File: src/rtl/wasm_mem_pkg.sv
// Shared definitions for the wasm load/store unit: opcode values, response
// error codes, sequencer state encoding and the opcode decode helper.
package wasm_mem_pkg;

  localparam logic [7:0] OP_LOAD32   = 8'h28;
  localparam logic [7:0] OP_LOAD8_S  = 8'h2C;
  localparam logic [7:0] OP_LOAD8_U  = 8'h2D;
  localparam logic [7:0] OP_LOAD16_S = 8'h2E;
  localparam logic [7:0] OP_LOAD16_U = 8'h2F;
  localparam logic [7:0] OP_STORE32  = 8'h36;
  localparam logic [7:0] OP_STORE8   = 8'h3A;
  localparam logic [7:0] OP_STORE16  = 8'h3B;

  localparam logic [1:0] ERR_OK  = 2'd0;
  localparam logic [1:0] ERR_OOB = 2'd1;
  localparam logic [1:0] ERR_ILL = 2'd2;

  // access sizes in bytes
  localparam logic [2:0] SZ_B = 3'd1;
  localparam logic [2:0] SZ_H = 3'd2;
  localparam logic [2:0] SZ_W = 3'd4;

  typedef enum logic [2:0] {
    S_IDLE, S_CHECK, S_ISSUE0, S_WAIT0, S_ISSUE1, S_WAIT1, S_RESP
  } state_t;

  typedef struct packed {
    logic       legal;
    logic       is_store;
    logic       is_signed;
    logic [2:0] size;
  } op_info_t;

  function automatic op_info_t decode_op(input logic [7:0] op);
    op_info_t d;
    d = '0;
    case (op)
      OP_LOAD32:   begin d.legal = 1'b1; d.size = SZ_W; end
      OP_LOAD8_S:  begin d.legal = 1'b1; d.size = SZ_B; d.is_signed = 1'b1; end
      OP_LOAD8_U:  begin d.legal = 1'b1; d.size = SZ_B; end
      OP_LOAD16_S: begin d.legal = 1'b1; d.size = SZ_H; d.is_signed = 1'b1; end
      OP_LOAD16_U: begin d.legal = 1'b1; d.size = SZ_H; end
      OP_STORE32:  begin d.legal = 1'b1; d.size = SZ_W; d.is_store = 1'b1; end
      OP_STORE8:   begin d.legal = 1'b1; d.size = SZ_B; d.is_store = 1'b1; end
      OP_STORE16:  begin d.legal = 1'b1; d.size = SZ_H; d.is_store = 1'b1; end
      default:     d = '0;
    endcase
    return d;
  endfunction

endpackage

File: src/rtl/wasm_mem_align.sv
// Byte-lane alignment, purely combinational.
//   size/sh/is_signed : access size in bytes, byte offset in word, sign-extend
//   st_val            : store value (low size bytes used)
//   st_data/st_mask   : two-word lane image of the store and its bit mask
//   rd0/rd1           : first and second read words (rd1 = 0 when no span)
//   ld_val            : extracted and extended load result
module wasm_mem_align
  import wasm_mem_pkg::*;
(
  input  logic [2:0]  size,
  input  logic [1:0]  sh,
  input  logic        is_signed,
  input  logic [31:0] st_val,
  output logic [63:0] st_data,
  output logic [63:0] st_mask,
  input  logic [31:0] rd0,
  input  logic [31:0] rd1,
  output logic [31:0] ld_val
);

  logic [31:0] lane_val;
  logic [31:0] lane_mask;
  logic [31:0] raw;

  always_comb begin
    lane_val  = st_val;
    lane_mask = 32'hFFFF_FFFF;
    // bring the addressed byte down to lane 0 of the two-word window
    raw       = 32'({rd1, rd0} >> {sh, 3'b000});
    ld_val    = raw;
    case (size)
      SZ_B: begin
        lane_val  = {24'h0, st_val[7:0]};
        lane_mask = 32'h0000_00FF;
        ld_val    = {{24{is_signed & raw[7]}}, raw[7:0]};
      end
      SZ_H: begin
        lane_val  = {16'h0, st_val[15:0]};
        lane_mask = 32'h0000_FFFF;
        ld_val    = {{16{is_signed & raw[15]}}, raw[15:0]};
      end
      default: ;
    endcase
    st_data = {32'h0, lane_val}  << {sh, 3'b000};
    st_mask = {32'h0, lane_mask} << {sh, 3'b000};
  end

endmodule

File: src/rtl/wasm_mem_unit.sv
// Load/store sequencer between the wasm core and a word-addressed memory.
//   req_*        : request (opcode, base, offset, store value), valid/ready
//   resp_*       : extended load data and error code, valid/ready
//   mem_cmd_*    : word-aligned read / masked-write command, start/ready
//   mem_rdata*   : read data and command-complete flag
// Unaligned accesses that cross a word are split into two commands.
module wasm_mem_unit
  import wasm_mem_pkg::*;
#(
  parameter int MEM_WORDS = 2048
) (
  input  logic        clk,
  input  logic        rst,
  input  logic        req_valid,
  output logic        req_ready,
  input  logic [7:0]  req_opcode,
  input  logic [31:0] req_base,
  input  logic [31:0] req_offset,
  input  logic [31:0] req_wdata,
  output logic        resp_valid,
  input  logic        resp_ready,
  output logic [31:0] resp_data,
  output logic [1:0]  resp_err,
  output logic        mem_cmd_start,
  output logic        mem_cmd_write,
  input  logic        mem_cmd_ready,
  output logic [31:0] mem_addr,
  output logic [31:0] mem_wdata,
  output logic [31:0] mem_wmask,
  input  logic [31:0] mem_rdata,
  input  logic        mem_rdata_ready
);

  localparam logic [33:0] MEM_BYTES = 34'(4 * MEM_WORDS);

  state_t      state;
  logic [7:0]  op_q;
  logic [31:0] base_q, off_q, wdata_q, r0_q;

  op_info_t    info;
  logic [32:0] ea;
  logic [33:0] ea_end;
  logic [31:0] wa;
  logic        span;
  logic [63:0] st_data, st_mask;
  logic [31:0] rd0, rd1, ld_val, resp_val;

  // Latched request fields stay stable for the whole transaction, so the
  // address arithmetic is recomputed combinationally instead of registered.
  assign info   = decode_op(op_q);
  assign ea     = {1'b0, base_q} + {1'b0, off_q};
  assign ea_end = {1'b0, ea} + {31'h0, info.size};
  assign wa     = {ea[31:2], 2'b00};
  assign span   = ({1'b0, ea[1:0]} + info.size) > 3'd4;

  // The final read word is used straight off the bus so the response can be
  // registered on the same edge that captures it.
  assign rd0      = (state == S_WAIT0) ? mem_rdata : r0_q;
  assign rd1      = (state == S_WAIT1) ? mem_rdata : 32'h0;
  assign resp_val = info.is_store ? 32'h0 : ld_val;

  assign req_ready = (state == S_IDLE) && !rst;

  wasm_mem_align u_align (
    .size      (info.size),
    .sh        (ea[1:0]),
    .is_signed (info.is_signed),
    .st_val    (wdata_q),
    .st_data   (st_data),
    .st_mask   (st_mask),
    .rd0       (rd0),
    .rd1       (rd1),
    .ld_val    (ld_val)
  );

  always_ff @(posedge clk) begin
    if (rst) begin
      state         <= S_IDLE;
      resp_valid    <= 1'b0;
      resp_data     <= 32'h0;
      resp_err      <= ERR_OK;
      mem_cmd_start <= 1'b0;
      mem_cmd_write <= 1'b0;
      mem_addr      <= 32'h0;
      mem_wdata     <= 32'h0;
      mem_wmask     <= 32'h0;
    end else begin
      case (state)
        S_IDLE: if (req_valid) begin
          op_q    <= req_opcode;
          base_q  <= req_base;
          off_q   <= req_offset;
          wdata_q <= req_wdata;
          state   <= S_CHECK;
        end
        S_CHECK: begin
          if (!info.legal) begin
            resp_valid <= 1'b1;
            resp_err   <= ERR_ILL;
            resp_data  <= 32'h0;
            state      <= S_RESP;
          end else if (ea_end > MEM_BYTES) begin
            // 34-bit compare also catches base+offset wrapping past 2^32
            resp_valid <= 1'b1;
            resp_err   <= ERR_OOB;
            resp_data  <= 32'h0;
            state      <= S_RESP;
          end else begin
            mem_cmd_start <= 1'b1;
            mem_cmd_write <= info.is_store;
            mem_addr      <= wa;
            mem_wdata     <= info.is_store ? st_data[31:0] : 32'h0;
            mem_wmask     <= info.is_store ? st_mask[31:0] : 32'h0;
            state         <= S_ISSUE0;
          end
        end
        S_ISSUE0: if (mem_cmd_ready) begin
          mem_cmd_start <= 1'b0;
          state         <= S_WAIT0;
        end
        S_WAIT0: if (mem_rdata_ready) begin
          r0_q <= mem_rdata;
          if (span) begin
            mem_cmd_start <= 1'b1;
            mem_addr      <= wa + 32'd4;
            mem_wdata     <= info.is_store ? st_data[63:32] : 32'h0;
            mem_wmask     <= info.is_store ? st_mask[63:32] : 32'h0;
            state         <= S_ISSUE1;
          end else begin
            resp_valid <= 1'b1;
            resp_err   <= ERR_OK;
            resp_data  <= resp_val;
            state      <= S_RESP;
          end
        end
        S_ISSUE1: if (mem_cmd_ready) begin
          mem_cmd_start <= 1'b0;
          state         <= S_WAIT1;
        end
        S_WAIT1: if (mem_rdata_ready) begin
          resp_valid <= 1'b1;
          resp_err   <= ERR_OK;
          resp_data  <= resp_val;
          state      <= S_RESP;
        end
        S_RESP: if (resp_ready) begin
          resp_valid <= 1'b0;
          resp_data  <= 32'h0;
          resp_err   <= ERR_OK;
          state      <= S_IDLE;
        end
        default: state <= S_IDLE;
      endcase
    end
  end

endmodule

File: config.mk
export PLATFORM = sky130hd
export DESIGN_NAME = wasm_mem_unit
export DESIGN_NICKNAME = d
export VERILOG_FILES = /design/src/rtl/wasm_mem_pkg.sv /design/src/rtl/wasm_mem_align.sv /design/src/rtl/wasm_mem_unit.sv
export SDC_FILE = /design/constraint.sdc
export NUM_CORES = 1
export LEC_CHECK = 0
export CAP_MARGIN = 40
export CORE_ASPECT_RATIO = 0.7
export CORE_UTILIZATION = 30
export DETAILED_ROUTE_END_ITERATION = 16
export GPL_TIMING_DRIVEN = 0
export SETUP_SLACK_MARGIN = 0.4
export SLEW_MARGIN = 40
export SYNTH_ARGS = -nofsm -noshare
export SYNTH_HDL_FRONTEND = slang
export SYNTH_SLANG_ARGS = --single-unit
File: constraint.sdc
create_clock -name clk -period 5.54 [get_ports clk]
set_input_delay 1.108 -clock clk [delete_from_list [all_inputs] [get_ports clk]]
set_output_delay 1.108 -clock clk [all_outputs]
set_load 0.01 [all_outputs]
==> results of run 1 <==
## worst register-to-register path, stage by stage (launching register included)
cell and delay (ns):
edfxtp_1 0.43, nand2b_4 0.17, or3_1 0.32, o21a_1 0.15, nor3b_4 0.20, buf_6 0.16
ha_4 0.15, a21oi_2 0.08, nand4b_1 0.24, or4_4 0.60, or4_4 0.57, nor4_4 0.30
xnor2_1 0.15, nand4_1 0.15, a41oi_2 0.30, nand3_2 0.16, o221a_1 0.26, buf_6 0.15
buf_8 0.16, mux2i_1 0.12
## power groups by stage
stage | clock network, uW | logic [uW] | registers (uW)
2_1_floorplan | 0 | 1790 | 2150
3_3_place_gp | 0 | 2510 | 2180
5_1_grt | 1970 | 3080 | 2140
3_5_place_dp | 0 | 2560 | 2160
6_report | 1860 | 2850 | 2130
4_1_cts | 1910 | 2630 | 2120
## final timing paths
check                            startpoint            end
worst max-delay path                op_q[2]  resp_data[18]
worst min register to register  resp_err[1]    resp_err[1]
worst max register to register      op_q[2]  resp_data[18]
worst min-delay path            resp_err[1]    resp_err[1]
## final cells by class
cell class / instances / area, um2 / area share
Sequential cell: 242 / 6210 / 0.307
Clock inverter: 18 / 146 / 0.00724
Clock buffer: 34 / 774 / 0.0383
Timing Repair Buffer: 314 / 3080 / 0.152
Buffer: 141 / 785 / 0.0388
Tap cell: 665 / 832 / 0.0411
Multi-Input combinational cell: 1176 / 8350 / 0.413
Inverter: 15 / 58.8 / 0.00291
## layer usage
layer / up-vias / wire length [um] / track usage
li1: 6508 / - / -
met1: 6628 / 27200 / 0.323
met2: 539 / 21500 / 0.282
met3: 45 / 4960 / 0.0545
met4: 0 / 739 / 0.0310
met5: - / 0 / 0
## state kept, by name, summed over array words and instances, names as in the netlist
signal / flops
base_q: 32
mem_wdata: 32
off_q: 32
r0_q: 32
resp_data: 32
wdata_q: 32
mem_addr: 30
op_q: 8
mem_wmask: 4
state: 3
resp_err: 2
mem_cmd_start: 1
mem_cmd_write: 1
resp_valid: 1
## cell usage after synthesis, types with 32 or more instances
library cell / instances / area, um2
a211oi_1: 44 / 330
a21oi_1: 107 / 536
buf_4: 40 / 300
clkbuf_1: 62 / 233
dfxtp_1: 106 / 2120
edfxtp_1: 136 / 4080
ha_1: 36 / 450
mux2i_1: 97 / 971
nand2_1: 142 / 533
nand2b_1: 85 / 532
nand3_1: 46 / 230
nand4_1: 32 / 200
nor2_1: 69 / 259
nor3_1: 55 / 275
o21ai_0: 88 / 440
o21ai_1: 32 / 160
xnor2_1: 46 / 403
## per-stage QoR
step	instance area (um2)	cells	worst slack, ns	hold slack, ns	util
final	20200	2605	0.573	0.465	0.411
after global routing	20200	2605	0.333	0.489	0.411
after CTS	19700	2572	0.404	0.468	0.400
after detailed placement	18600	2514	-0.521	0.457	0.378
after global placement	18500	2511	-0.990	0.454	0.376
after floorplan	14900	1574	0.723	0.483	-
## cells by family (layout without fill, tap and decap cells)
logic type / after synthesis / after routing / share of synthesized area
AO/OA/AOI/OAI: 408 / 408 / 0.177
XOR/XNOR: 71 / 71 / 0.0416
adder cells (fa/ha/maj): 39 / 39 / 0.0335
buffers and inverters: 156 / 522 / 0.0529
flip-flops: 242 / 242 / 0.415
multiplexers: 122 / 122 / 0.0899
other: 1 / 2 / 0.000251
AND/OR/NAND/NOR: 534 / 534 / 0.190
## timing repair
action,in CTS,in global routing
resized for setup,30,58
pin swaps,2,36
setup buffers,6,32
endpoints found under the hold margin,0,0
setup endpoints to repair,104,103
==> qor.log, run 1 <==
INFO  routing        wl=54.4mm
INFO  min_path       class_of_the_worst_hold_path=flop to flop
INFO  sta            slew_viol_final=0
INFO  placement      numPortBuffers=272
INFO  sta            slew_headroom=0.405
INFO  power          clock_power_share=0.272
INFO  clock_tree     cts-root-buf=clkbuf_16
INFO  power          share_seq_of_total_power=0.311
INFO  global_routing grt_pass1_wl=80.3mm
INFO  critical_path  cp_num_cells=19
INFO  power          power.combinational.fraction=0.417
INFO  synth          syn_inst=1,573
INFO  routing        via_per_inst=5.27
INFO  critical_path  r2r_setup_slack=0.57ns
INFO  critical_path  crit_path_max_fanout=10
INFO  critical_path  worst_setup_path_end_kind=flop
INFO  layout         antenna_diode_count=0
INFO  clock_tree     cts_inserted_buffers=28
INFO  sta            rsz0062_at_grt=false
INFO  synth          synth_sequential_area_ratio=0.415
INFO  global_routing antenna_found_initial=0
INFO  floorplan      die-height=189um
INFO  global_routing grt_total_usage=0.207
INFO  floorplan      core_area=49,200um2
INFO  layout         flow.area_growth_from_synthesis=35.4%
INFO  routing        detail_route.iter0.violations=1,177
INFO  routing        drt_first_pass_iters=5
INFO  clock_tree     cts_max_level=1
INFO  power          p_leak=0.00713uW
INFO  sta            timing.fmax=0.201GHz
INFO  sta            setup_viol_count_final=0
INFO  sta            final.period_utilization=0.897
INFO  critical_path  reg2reg_depth=19
INFO  placement      gp_congestion=0.919
INFO  routing        detail-route-antenna-nets=0
INFO  critical_path  worst_ep_arrival=5.38ns
INFO  sta            post-route-min-period=4.97ns
INFO  global_routing grt_pass1_vias=13,000
INFO  clock_tree     clk-insertion-delay-late=0.56ns
INFO  power          p_sw_frac=0.374
INFO  clock_tree     cts_buffer_depth=3
INFO  power          net-switching-power=2560uW
INFO  synth          synth-seq-cells=242
INFO  critical_path  critical_path_buf_inv_count=3
INFO  power          max-vdd-ir-drop=0.225mV
INFO  floorplan      io-pin-count=276
INFO  layout         nNetsFinal=2,098
INFO  critical_path  crit_type=flop to flop
INFO  floorplan      design.die.area=50,700um2
INFO  clock_tree     clock_sinks=242
INFO  synth          ys.warnings.count=0
INFO  layout         final_cell_mix=272 x clkdlybuf4s50_1, 141 x nand2_1, 136 x edfxtp_1
INFO  layout         fillCellCount=4,889
INFO  power          power=6830uW
INFO  sta            finalHoldViolCount=0
INFO  placement      dp_hpwl=42.5mm
INFO  clock_tree     cts_hold_repair.buffers=0
INFO  synth          yosys.cell_types.count=94
INFO  critical_path  cpLargestDelayFamily=simple AND/OR/NAND/NOR gates
INFO  global_routing overflow_left_after_global_routing=0
INFO  min_path       min_path_cells=2
INFO  synth          asyncSetResetFlopFracSynth=0
INFO  sta            clock-skew-final=0.00940ns
INFO  synth          synth_enable_flop_cells=136
INFO  power          powerDensity=338nW/um2
INFO  critical_path  cell_with_the_biggest_individual_delay_on_the_critical_path=or4_4
INFO  synth          post_synth.cell_area_avg=9.50um2
INFO  outcome        outcome=completed
INFO  flow_run       maxCapViolCount=0
INFO  critical_path  crit_required=5.96ns
INFO  floorplan      die_w=269um
INFO  layout         final_common_cell=clkdlybuf4s50_1
INFO  floorplan      placement_rows=68
INFO  sta            totalNegativeSetupSlack=0ns
INFO  clock_tree     tritoncts=done
INFO  floorplan      start_util=0.304
INFO  global_routing grt_max_degree=45
INFO  synth          synth-main-ff-cell=edfxtp_1
INFO  sta            worst-slew-pin-transition=0.892ns
INFO  routing        vias=13,700
INFO  synth          post_synth_instance_area=14,900um2
INFO  critical_path  critical_path.cell_chain=nand2b_4, or3_1, o21a_1, nor3b_4, buf_6, ha_4, a21oi_2, nand4b_1, or4_4, or4_4, nor4_4, xnor2_1, nand4_1, a41oi_2, nand3_2, o221a_1, buf_6, buf_8, mux2i_1
INFO  layout         drive_gt1_frac=0.135
INFO  clock_tree     cts.reportedPaths.clkPinSlew=0.06ns
INFO  routing        drc=0
INFO  power          p_int=4280uW
INFO  critical_path  critical-path-max-stage-delay=0.60ns
INFO  critical_path  worst_setup_path_start_kind=flop
INFO  routing        drt-wirelength-per-cell=20.9um
Power figures use the tool's default switching activity.
==> inputs of run 2 (changes only) <==
--- a/config.mk
+++ b/config.mk
@@ -5,11 +5,13 @@
 export SDC_FILE = /design/constraint.sdc
 export NUM_CORES = 1
 export LEC_CHECK = 0
-export CAP_MARGIN = 40
+export CAP_MARGIN = 20
 export CORE_ASPECT_RATIO = 0.7
 export CORE_UTILIZATION = 30
+export CTS_CLUSTER_DIAMETER = 80
 export DETAILED_ROUTE_END_ITERATION = 16
 export GPL_TIMING_DRIVEN = 0
+export PLACE_DENSITY = 0.49
 export SETUP_SLACK_MARGIN = 0.4
 export SLEW_MARGIN = 40
 export SYNTH_ARGS = -nofsm -noshare
==> run 2 against run 1 <==
  * Die area unchanged
  * Total power is 1.6% lower
  * Final area down 1.5%
  * Clock power is essentially flat
  * First-iteration DRC count shrank 18%
  * Combinational power fell by 4%
  * Hold slack worse by 0.0018 ns
  * Core utilization down 0.60 points
  * Setup slack worse by 0.050 ns
  * Final cell count shrank 0.84%
  * Maximum frequency fell by 1.0%
  * Largest power group unchanged
==> qor.log, run 2 (synthesized netlist as in run 1, its figures left out) <==
INFO  outcome        outcome=completed
INFO  power          p_leak=0.00700uW [-1.8%]
INFO  routing        wl=55.0mm [+1.1%]
INFO  flow_run       maxCapViolCount=0 [unchanged]
INFO  critical_path  crit_type=flop to flop
INFO  critical_path  worst_setup_path_start_kind=flop
INFO  global_routing antenna_found_initial=0 [unchanged]
INFO  critical_path  worst_ep_arrival=5.43ns [+0.05 ns]
INFO  critical_path  crit_required=5.96ns [about the same]
INFO  layout         fillCellCount=4,943 [+1.1%]
INFO  clock_tree     cts_max_level=1 [unchanged]
INFO  critical_path  crit_path_max_fanout=10 [unchanged]
INFO  sta            clock-skew-final=0.0149ns [+0.00549 ns]
INFO  clock_tree     cts_buffer_depth=3 [unchanged]
INFO  sta            worst-slew-pin-transition=0.877ns [-0.0154 ns]
INFO  clock_tree     cts_inserted_buffers=28 [unchanged]
INFO  global_routing overflow_left_after_global_routing=0 [unchanged]
INFO  layout         drive_gt1_frac=0.117 [-0.0177]
INFO  routing        detail_route.iter0.violations=967 [-18%]
INFO  global_routing grt_max_degree=43 [-4.4%]
INFO  sta            finalHoldViolCount=0 [unchanged]
INFO  clock_tree     cts.reportedPaths.clkPinSlew=0.06ns [about the same]
INFO  sta            post-route-min-period=5.02ns [+0.0503 ns]
INFO  floorplan      core_area=49,200um2 [unchanged]
INFO  critical_path  cell_with_the_biggest_individual_delay_on_the_critical_path=or4_4
INFO  critical_path  critical_path_buf_inv_count=2 [-1]
INFO  sta            rsz0062_at_grt=true
INFO  floorplan      placement_rows=68 [unchanged]
INFO  critical_path  critical-path-max-stage-delay=0.60ns [about the same]
INFO  placement      dp_hpwl=42.8mm [+0.53%]
INFO  clock_tree     cts-root-buf=clkbuf_16
INFO  routing        detail-route-antenna-nets=0 [unchanged]
INFO  layout         flow.area_growth_from_synthesis=33.5%
INFO  routing        vias=13,500 [-1.9%]
INFO  clock_tree     tritoncts=done
INFO  sta            slew_viol_final=0 [unchanged]
INFO  power          share_seq_of_total_power=0.317 [+0.006]
INFO  sta            final.setup.worst_slack=0.523ns [-0.0503 ns]
INFO  routing        drc=0 [unchanged]
INFO  sta            final.period_utilization=0.906 [+0.00908]
INFO  layout         antenna_diode_count=0 [unchanged]
INFO  floorplan      die_w=269um [unchanged]
INFO  placement      placement.setup.worst_slack=-0.541ns [-0.0203 ns]
INFO  power          powerDensity=337nW/um2 [-0.17%]
INFO  floorplan      design.die.area=50,700um2 [unchanged]
INFO  sta            totalNegativeSetupSlack=0ns [unchanged]
INFO  floorplan      die-height=189um [unchanged]
INFO  layout         final_cell_mix=272 x clkdlybuf4s50_1, 142 x nand2_1, 136 x edfxtp_1
INFO  power          net-switching-power=2540uW [-0.62%]
INFO  placement      numPortBuffers=272 [unchanged]
INFO  global_routing grt_pass1_vias=12,800 [-1.6%]
INFO  routing        drt-wirelength-per-cell=21.3um [+2.0%]
INFO  global_routing grt_pass1_wl=81.3mm [+1.2%]
INFO  floorplan      io-pin-count=276 [unchanged]
INFO  placement      gp_congestion=0.882 [-4.0%]
INFO  power          max-vdd-ir-drop=0.219mV [-2.7%]
INFO  clock_tree     clk-insertion-delay-late=0.56ns [about the same]
INFO  power          power.combinational.fraction=0.410 [-0.007]
INFO  layout         final_common_cell=clkdlybuf4s50_1
INFO  min_path       class_of_the_worst_hold_path=flop to flop
INFO  critical_path  cpLargestDelayFamily=simple AND/OR/NAND/NOR gates
INFO  layout         nNetsFinal=2,076 [-1.0%]
INFO  power          clock_power_share=0.273 [about the same]
INFO  clock_tree     clock_sinks=242 [unchanged]
INFO  floorplan      start_util=0.304 [unchanged]
INFO  sta            setup_viol_count_final=0 [unchanged]
INFO  routing        via_per_inst=5.21 [-1.0%]
INFO  critical_path  worst_setup_path_end_kind=flop
INFO  critical_path  critical_path.cell_chain=ha_1, fa_2, a211oi_4, o21ai_4, xnor2_2, a21o_1, or4_4, or4_4, nor4_2, xnor2_1, nand4_1, a41oi_2, nand3_2, o221a_1, buf_6, buf_6, mux2i_1
INFO  routing        drt_first_pass_iters=5 [unchanged]
INFO  clock_tree     cts_hold_repair.buffers=0 [unchanged]
INFO  sta            timing.fmax=0.199GHz [-1.0%]
INFO  power          p_sw_frac=0.378 [+0.00379]
INFO  sta            slew_headroom=0.416 [+0.0103]
INFO  power          p_int=4180uW [-2.2%]
INFO  global_routing grt_total_usage=0.211 [+0.00413]
[run 2: cell types whose count changed in the layout (fill, tap and decap cells not counted), sizes merged]
cell      change
clkinv        -6
buf          -20
clkinvlp      -1
clkbuf        +6
inv           -1
[run 2: final timing paths]
kind / from / endpoint / cells after the start / slack [ns]
worst min-delay path: mem_wdata[23] / mem_wdata[23] / 2 / 0.46
worst min register to register: mem_wdata[23] / mem_wdata[23] / 2 / 0.46
worst max-delay path: base_q[0] / resp_data[16] / 17 / 0.52
worst max register to register: base_q[0] / resp_data[16] / 17 / 0.52
[run 2: cell type report]
class | count | area [um2] | share of cell area
buffer | 141 | 763 | 0.0383
timing repair buffer | 292 | 2930 | 0.147
clock inverter | 10 | 104 | 0.00521
inverter | 15 | 56.3 | 0.00282
tap | 665 | 832 | 0.0417
clock buffer | 42 | 785 | 0.0393
sequential | 242 | 6210 | 0.311
multi-input combinational | 1176 | 8270 | 0.415
[run 2: per-stage QoR]
stage	std cells	utilization	total power [uW]	instance area, um2	hold slack, ns
after floorplan	1574	-	3940	14900	0.483
after global placement	2511	0.376	4740	18500	0.452
after detailed placement	2515	0.378	4750	18600	0.454
after CTS	2570	0.400	6640	19600	0.466
after global routing	2583	0.405	7070	19900	0.482
final	2583	0.405	6720	19900	0.463
[run 2: power groups by stage]
stage / Combinational (uW) / Clock, uW / Sequential (uW)
after CTS: 2630 / 1870 / 2130
after global routing: 2990 / 1940 / 2140
after global placement: 2550 / 0 / 2190
after detailed placement: 2580 / 0 / 2170
final: 2750 / 1840 / 2130
after floorplan: 1790 / 0 / 2150
[run 2: repair_timing]
item,4_1_cts,5_1_grt
resized for setup,24,35
buffers inserted,3,13
gates cloned,0,0
endpoints found under the setup margin,104,104
pin swaps,2,14
[run 2: routing by layer]
metal | up-vias | wire (um) | GRT usage
li1 | 6455 | - | -
met1 | 6526 | 28600 | 0.335
met2 | 424 | 21400 | 0.286
met3 | 57 | 3970 | 0.0439
met4 | 0 | 998 | 0.0406
met5 | - | 0 | 0
[run 2: tightest hold or removal path, stage by stage, from the launching register on]
cell     delay (ns)
dfxtp_1        0.31
nand3_1        0.06
a21oi_1        0.05
